<file path="src/rtl/boreal_pkg.sv">
// Shared types and default constants for the feature burst sequencer.
package boreal_pkg;

  localparam int unsigned DEF_N_CH = 8;
  localparam int unsigned DEF_W    = 16;
  localparam int unsigned CNT_W    = 16;

  typedef enum logic [1:0] {
    ST_IDLE    = 2'd0,
    ST_COLLECT = 2'd1,
    ST_STREAM  = 2'd2
  } state_e;

endpackage

</file>
<file path="src/rtl/feature_burst_seq_chan_pick.sv">
// chan_pick: lowest enabled channel at or above start_i, plus a flag telling
// whether it is the highest enabled channel.
module chan_pick
  import boreal_pkg::*;
#(
  parameter int unsigned N_CH = DEF_N_CH,
  parameter int unsigned IW   = 3
) (
  input  logic [N_CH-1:0] mask_i,
  input  logic [IW:0]     start_i,
  output logic [IW-1:0]   next_o,
  output logic            last_o
);

  logic [IW-1:0] nxt;
  logic          found;

  // Ascending priority search, then scan for any enabled channel above it.
  always_comb begin
    nxt    = '0;
    found  = 1'b0;
    last_o = 1'b1;
    for (int i = 0; i < int'(N_CH); i++) begin
      if (!found && mask_i[i] && (i >= int'(start_i))) begin
        nxt   = IW'(i);
        found = 1'b1;
      end
    end
    for (int i = 0; i < int'(N_CH); i++) begin
      if (mask_i[i] && (i > int'(nxt))) begin
        last_o = 1'b0;
      end
    end
    next_o = nxt;
  end

endmodule

</file>
<file path="src/rtl/feature_burst_seq.sv">
// feature_burst_seq: snapshots per-channel feature strobes and serializes a
// frame of enabled channels onto a valid/ready stream.
// Optional: BOREAL_CHAN_MASK_EN adds the chan_mask port (sampled per frame).
module feature_burst_seq
  import boreal_pkg::*;
#(
  parameter int unsigned N_CH    = DEF_N_CH,
  parameter int unsigned W       = DEF_W,
  parameter int unsigned TIMEOUT = 255
) (
  input  logic                      clk,
  input  logic                      rst_n,
  input  logic                      halt,
  input  logic [N_CH*W-1:0]         ch_feat,
  input  logic [N_CH-1:0]           ch_ready,
`ifdef BOREAL_CHAN_MASK_EN
  input  logic [N_CH-1:0]           chan_mask,
`endif
  output logic [W-1:0]              out_data,
  output logic [$clog2(N_CH)-1:0]   out_ch,
  output logic                      out_valid,
  input  logic                      out_ready,
  output logic                      out_last,
  output logic                      frame_done,
  output logic                      overrun,
  output logic                      timeout_err
);

  localparam int unsigned IW = $clog2(N_CH);
  localparam int unsigned SW = IW + 1;

  state_e                   state_q, state_d;
  logic [N_CH-1:0]          pending_q, pending_d;
  logic [N_CH-1:0]          mask_q, mask_d;
  logic [N_CH-1:0][W-1:0]   snap_q, snap_d;
  logic [CNT_W-1:0]         cnt_q, cnt_d;
  logic [W-1:0]             out_data_q, out_data_d;
  logic [IW-1:0]            out_ch_q, out_ch_d;
  logic                     out_valid_q, out_valid_d;
  logic                     out_last_q, out_last_d;
  logic                     frame_done_q, frame_done_d;
  logic                     overrun_q, overrun_d;
  logic                     timeout_err_q, timeout_err_d;

  logic [N_CH-1:0]          mask_src_c;
  logic [N_CH-1:0]          frame_mask_c;
  logic [N_CH-1:0]          cap_c;
  logic [SW-1:0]            pick_start_c;
  logic [IW-1:0]            pick_next_c;
  logic                     pick_last_c;
  logic                     load_first_c;

`ifdef BOREAL_CHAN_MASK_EN
  assign mask_src_c = chan_mask;
`else
  assign mask_src_c = '1;
`endif

  // Live mask while idle; the frame's latched mask once a frame has started.
  assign frame_mask_c = (state_q == ST_IDLE) ? mask_src_c : mask_q;

  // Search from channel 0 when a frame starts, else from the channel after the current beat.
  assign pick_start_c = (state_q == ST_STREAM) ? (SW'(out_ch_q) + SW'(1)) : '0;

  chan_pick #(
    .N_CH (N_CH),
    .IW   (IW)
  ) u_chan_pick (
    .mask_i  (frame_mask_c),
    .start_i (pick_start_c),
    .next_o  (pick_next_c),
    .last_o  (pick_last_c)
  );

  // Next-state and output logic.
  always_comb begin
    state_d       = state_q;
    pending_d     = pending_q;
    mask_d        = mask_q;
    snap_d        = snap_q;
    cnt_d         = cnt_q;
    out_data_d    = out_data_q;
    out_ch_d      = out_ch_q;
    out_valid_d   = out_valid_q;
    out_last_d    = out_last_q;
    frame_done_d  = 1'b0;
    overrun_d     = overrun_q;
    timeout_err_d = 1'b0;
    cap_c         = '0;
    load_first_c  = 1'b0;

    if (halt) begin
      state_d     = ST_IDLE;
      pending_d   = '0;
      out_valid_d = 1'b0;
      out_last_d  = 1'b0;
      cnt_d       = '0;
    end else begin
      case (state_q)
        ST_IDLE, ST_COLLECT: begin
          cap_c = ch_ready & frame_mask_c;
          for (int i = 0; i < int'(N_CH); i++) begin
            if (cap_c[i]) snap_d[i] = ch_feat[i*W +: W];
          end
          pending_d = pending_q | cap_c;
          if (state_q == ST_IDLE) begin
            if (|cap_c) begin
              mask_d  = frame_mask_c;
              cnt_d   = '0;
              state_d = ST_COLLECT;
              if ((pending_d & frame_mask_c) == frame_mask_c) begin
                state_d      = ST_STREAM;
                load_first_c = 1'b1;
              end
            end
          end else begin
            cnt_d = cnt_q + CNT_W'(1);
            if ((pending_d & mask_q) == mask_q) begin
              state_d      = ST_STREAM;
              load_first_c = 1'b1;
            end else if (cnt_d == CNT_W'(TIMEOUT)) begin
              timeout_err_d = 1'b1;
              state_d       = ST_STREAM;
              load_first_c  = 1'b1;
            end
          end
        end
        ST_STREAM: begin
          if (|(ch_ready & mask_q)) overrun_d = 1'b1;
          if (out_valid_q && out_ready) begin
            if (out_last_q) begin
              state_d      = ST_IDLE;
              pending_d    = '0;
              out_valid_d  = 1'b0;
              out_last_d   = 1'b0;
              frame_done_d = 1'b1;
            end else begin
              out_ch_d   = pick_next_c;
              out_data_d = snap_q[pick_next_c];
              out_last_d = pick_last_c;
            end
          end
        end
        default: state_d = ST_IDLE;
      endcase

      // First beat comes straight from this cycle's snapshot update.
      if (load_first_c) begin
        out_valid_d = 1'b1;
        out_ch_d    = pick_next_c;
        out_data_d  = snap_d[pick_next_c];
        out_last_d  = pick_last_c;
      end
    end
  end

  // State and output registers with synchronous active-low reset.
  always_ff @(posedge clk) begin
    if (!rst_n) begin
      state_q       <= ST_IDLE;
      pending_q     <= '0;
      mask_q        <= '0;
      snap_q        <= '0;
      cnt_q         <= '0;
      out_data_q    <= '0;
      out_ch_q      <= '0;
      out_valid_q   <= 1'b0;
      out_last_q    <= 1'b0;
      frame_done_q  <= 1'b0;
      overrun_q     <= 1'b0;
      timeout_err_q <= 1'b0;
    end else begin
      state_q       <= state_d;
      pending_q     <= pending_d;
      mask_q        <= mask_d;
      snap_q        <= snap_d;
      cnt_q         <= cnt_d;
      out_data_q    <= out_data_d;
      out_ch_q      <= out_ch_d;
      out_valid_q   <= out_valid_d;
      out_last_q    <= out_last_d;
      frame_done_q  <= frame_done_d;
      overrun_q     <= overrun_d;
      timeout_err_q <= timeout_err_d;
    end
  end

  assign out_data    = out_data_q;
  assign out_ch      = out_ch_q;
  assign out_valid   = out_valid_q;
  assign out_last    = out_last_q;
  assign frame_done  = frame_done_q;
  assign overrun     = overrun_q;
  assign timeout_err = timeout_err_q;

endmodule
</file>
<file path="config.mk">
export PLATFORM = sky130hd
export DESIGN_NAME = feature_burst_seq
export DESIGN_NICKNAME = d
export VERILOG_FILES = /design/src/rtl/boreal_pkg.sv /design/src/rtl/feature_burst_seq_chan_pick.sv /design/src/rtl/feature_burst_seq.sv
export SDC_FILE = /design/constraint.sdc
export NUM_CORES = 1
export LEC_CHECK = 0
export BUFFER_PORTS_ARGS = -buffer_cell sky130_fd_sc_hd__buf_2
export CAP_MARGIN = 20
export CORE_ASPECT_RATIO = 0.75
export CORE_MARGIN = 2
export CORE_UTILIZATION = 51
export DETAILED_ROUTE_END_ITERATION = 6
export GPL_ROUTABILITY_DRIVEN = 0
export PLACE_DENSITY = 0.69
export RECOVER_POWER = 50
export SETUP_SLACK_MARGIN = 0.1
export SLEW_MARGIN = 10
export SYNTH_ARGS = -nofsm -noshare
export SYNTH_HDL_FRONTEND = slang
export SYNTH_SLANG_ARGS = --single-unit
export TNS_END_PERCENT = 20
</file>
<file path="constraint.sdc">
create_clock -name clk -period 4.4 [get_ports clk]
set_input_delay 0.22 -clock clk [delete_from_list [all_inputs] [get_ports clk]]
set_output_delay 0.22 -clock clk [all_outputs]
set_load 0.01 [all_outputs]
</file>
==> run_results.csv <==
group,metric,value,unit
outcome,status,"finished with violations",
outcome,violations,"max-capacitance violations, max-slew violations",
layout,drive_gt1_share,13.7,%
power,p_per_area,360,nW/um2
yosys,ys_seq_area_share,31.9,%
global_route,grt_pass1_wl,60400,um
routing,post-route-drc-count,0,
min_path,worstHoldPathCells,3,
sta,min_period_over_period,88.3,%
clock_tree,ctsResizeCount,0,
sta,finalHoldViolCount,0,
clock_tree,cts_root_buf,"clkbuf_16",
routing,vias,11979,
clock_tree,cts_max_level,4,
critical_path,cpMaxStageDelayCell,"nor2_1",
sta,slew_viol_final,84,
routing,wl,39800,um
floorplan,initial_core_util,52.4,%
clock_tree,cts.sinks,186,
floorplan,rows,47,
layout,design_area,13300,um2
critical_path,worstPathMaxFanout,39,
critical_path,slowest_delay,0.86,ns
global_route,grt_usage,32.7,%
sta,skew,0.0124,ns
power,p_leak,4.99,nW
floorplan,io_pins,164,
critical_path,crit_arrival,4.29,ns
critical_path,critPathKind,"register to register",
yosys,synth_edf_count,0,
routing,first_pass_iters,6,
critical_path,setup.worst_path.start_class,"register",
critical_path,crit_chain,"ha_1, inv_1, or4_1, o21ai_1, a311oi_4, buf_4, nor2_1, o211ai_1, nand2_1, a221o_1",
yosys,syn_area,11700,um2
routing,dr.first_iter.drc_count,1589,
global_route,grt_antenna_before_repair,1,
clock_tree,clk_pin_slew,0.08,ns
yosys,yosysWarningCount,0,
clock_tree,clockBufferDepth,2,
clock_tree,numCtsBuffers,17,
layout,fin_nets,1785,
yosys,synthArstFlopShare,0,%
floorplan,core,22300,um2
floorplan,dieArea,24100,um2
critical_path,worstPathRequired,4.80,ns
min_path,hold_class,"input port to register",
yosys,synth_largest_area_cell,"dfxtp_1",
sta,finalSetupTns,0,ns
layout,final_cells,1949,
routing,postRouteAntennaNets,0,
placed_design,placed_area,12600,um2
sta,relSlewSlack,-4.85,%
placed_design,port_buffers,163,
critical_path,cp-end-kind,"register",
sta,tightest_slew,1.57,ns
yosys,syn_inst,1561,
yosys,synth_top_cell_area_share,31.9,%
global_route,grt_max_degree,74,
yosys,synth_cell_type_count,68,
yosys,avgSynthCellArea,7.48,um2
yosys,synthFlopType,"dfxtp_1",
sta,timing.fmax,0.257,GHz
critical_path,r2r.worst_path.cells,10,
yosys,synth_area_leaders,"dfxtp_1 32%, nand2_1 12%, mux2i_1 8.7%, a211oi_1 6.0%, a21boi_0 5.8%",
layout,area_delta_synth_final,13.6,%
clock_tree,postCtsSetupBuffers,0,
sta,rsz0062_at_grt,"no",
routing,wl_per_cell,20.4,um
power,ir_drop,0.000317,V
clock_tree,cts_tree,"built",
yosys,ys_ff_latch,186,
floorplan,die_w,179,um
floorplan,die_y,135,um
flow_run,cap_violations,4,
sta,period_minus_slack,3.89,ns
global_route,grt_overflow_total,0,
layout,final_util,59.5,%
placed_design,dpl.hpwl,28400,um
yosys,synth_nets,1704,
routing,via_per_inst,6.15,
clock_tree,clock_latency,0.45,ns
sta,finalSetupViolations,0,
global_route,grt_pass1_vias,10334,
clock_tree,holdBufCountCts,0,
placed_design,dp.cells,1916,
## metal layers
layer | vias up | part of all wire [%] | global-route usage, %
met1 | 5581 | 47 | 51.6
met4 | 0 | 2.1 | 7.99
li1 | 5668 | - | -
met5 | - | 0 | 0
met3 | 59 | 12 | 8.14
met2 | 671 | 39 | 43.3
## cells by family after synthesis
logic type / Yosys count / synth area share [%]
AOI/OAI and AO/OA: 423 / 25.1
xor gates and xnor gates: 6 / 0.450
adders and majority gates: 3 / 0.322
buffers and inverters: 145 / 5.15
DFF: 186 / 31.9
muxes: 104 / 8.97
and+or+nand+nor: 694 / 28.1
## final cells by class
type                       instances  area, um2
antenna                            1       2.50
multi-input combinational       1230       7390
sequential                       186       3720
inverter                           6       22.5
fill                            2102       9030
clock buffer                      17        425
timing repair buffer             201       1060
clock inverter                    14        268
tap                              294        368
## synthesized netlist by cell type, types with 5 or more instances
cell type  count
a32oi_1       12
inv_1          6
o21ai_0       43
and2_1        27
nor4_1         9
a22oi_1       10
nor2b_1       92
a211oi_1      93
o21a_1         9
mux2i_1      102
a211o_1       12
a21boi_0      90
a21oi_1       85
nor3_1        15
buf_2         36
nor2_1        57
buf_1         10
o211ai_1       5
or2_2          8
dfxtp_1      186
nand4_1        5
clkbuf_1      91
a31oi_1       11
o21bai_1       7
a311oi_1      18
nand2b_1      11
nand2_1      359
nor3b_1       11
nand3_1       77
## worst paths after layout
kind,to,slack (ns),startpoint
max reg2reg,out_data[5],0.51,out_ch[0]
max,out_data[5],0.51,out_ch[0]
min reg2reg,snap_q[110],0.48,snap_q[110]
min,snap_q[68],0.02,ch_feat[68]
## sequential cells by signal, indices dropped and copies added, names as in the netlist
register	flops
cnt_q	16
frame_done	1
mask_q	8
out_ch	3
out_data	16
out_last	1
out_valid	1
overrun	1
pending_q	8
snap_q	128
state_q	2
timeout_err	1
## critical path: cells and delay by family, from the launching register on
family | cells | cell delay [ns]
AO/OA/AOI/OAI | 4 | 0.99
flip-flops | 1 | 0.41
buffers and inverters | 2 | 0.43
AND/OR/NAND/NOR | 3 | 1.58
adder cells (fa/ha/maj) | 1 | 0.42
## stage by stage
step / hold slack, ns / setup WS [ns] / power, mW
6_report: 0.0230 / 0.514 / 4.78
5_1_grt: 0.0262 / 0.251 / 4.94
4_1_cts: 0.0188 / 0.622 / 4.75
3_5_place_dp: 0.469 / 0.643 / 2.91
3_3_place_gp: 0.459 / 0.635 / 2.90
2_1_floorplan: 0.365 / 1.20 / 2.54
## cells in the final DEF (no fill, tap or decap), types with 12 or more instances in the layout
master and count:
o21ai_0 43, mux2i_1 102, nor2_1 58, a211o_1 12, a21boi_0 90, a21oi_1 85, and2_1 15, a211oi_1 93
clkbuf_1 34, nand2_1 358, dfxtp_1 186, nor2b_1 92, buf_2 138, nand3_1 77, a311oi_1 17, clkbuf_16 17
a32oi_1 12, buf_4 27, nor3_1 15
## report_power, final
group / total [mW] / switching, mW / internal (mW)
registers: 1.85 / 0.0855 / 1.77
logic: 1.07 / 0.688 / 0.378
clock network: 1.86 / 0.735 / 1.13
total: 4.78 / 1.51 / 3.27
Note: power is estimated with default switching activity, not from simulation.
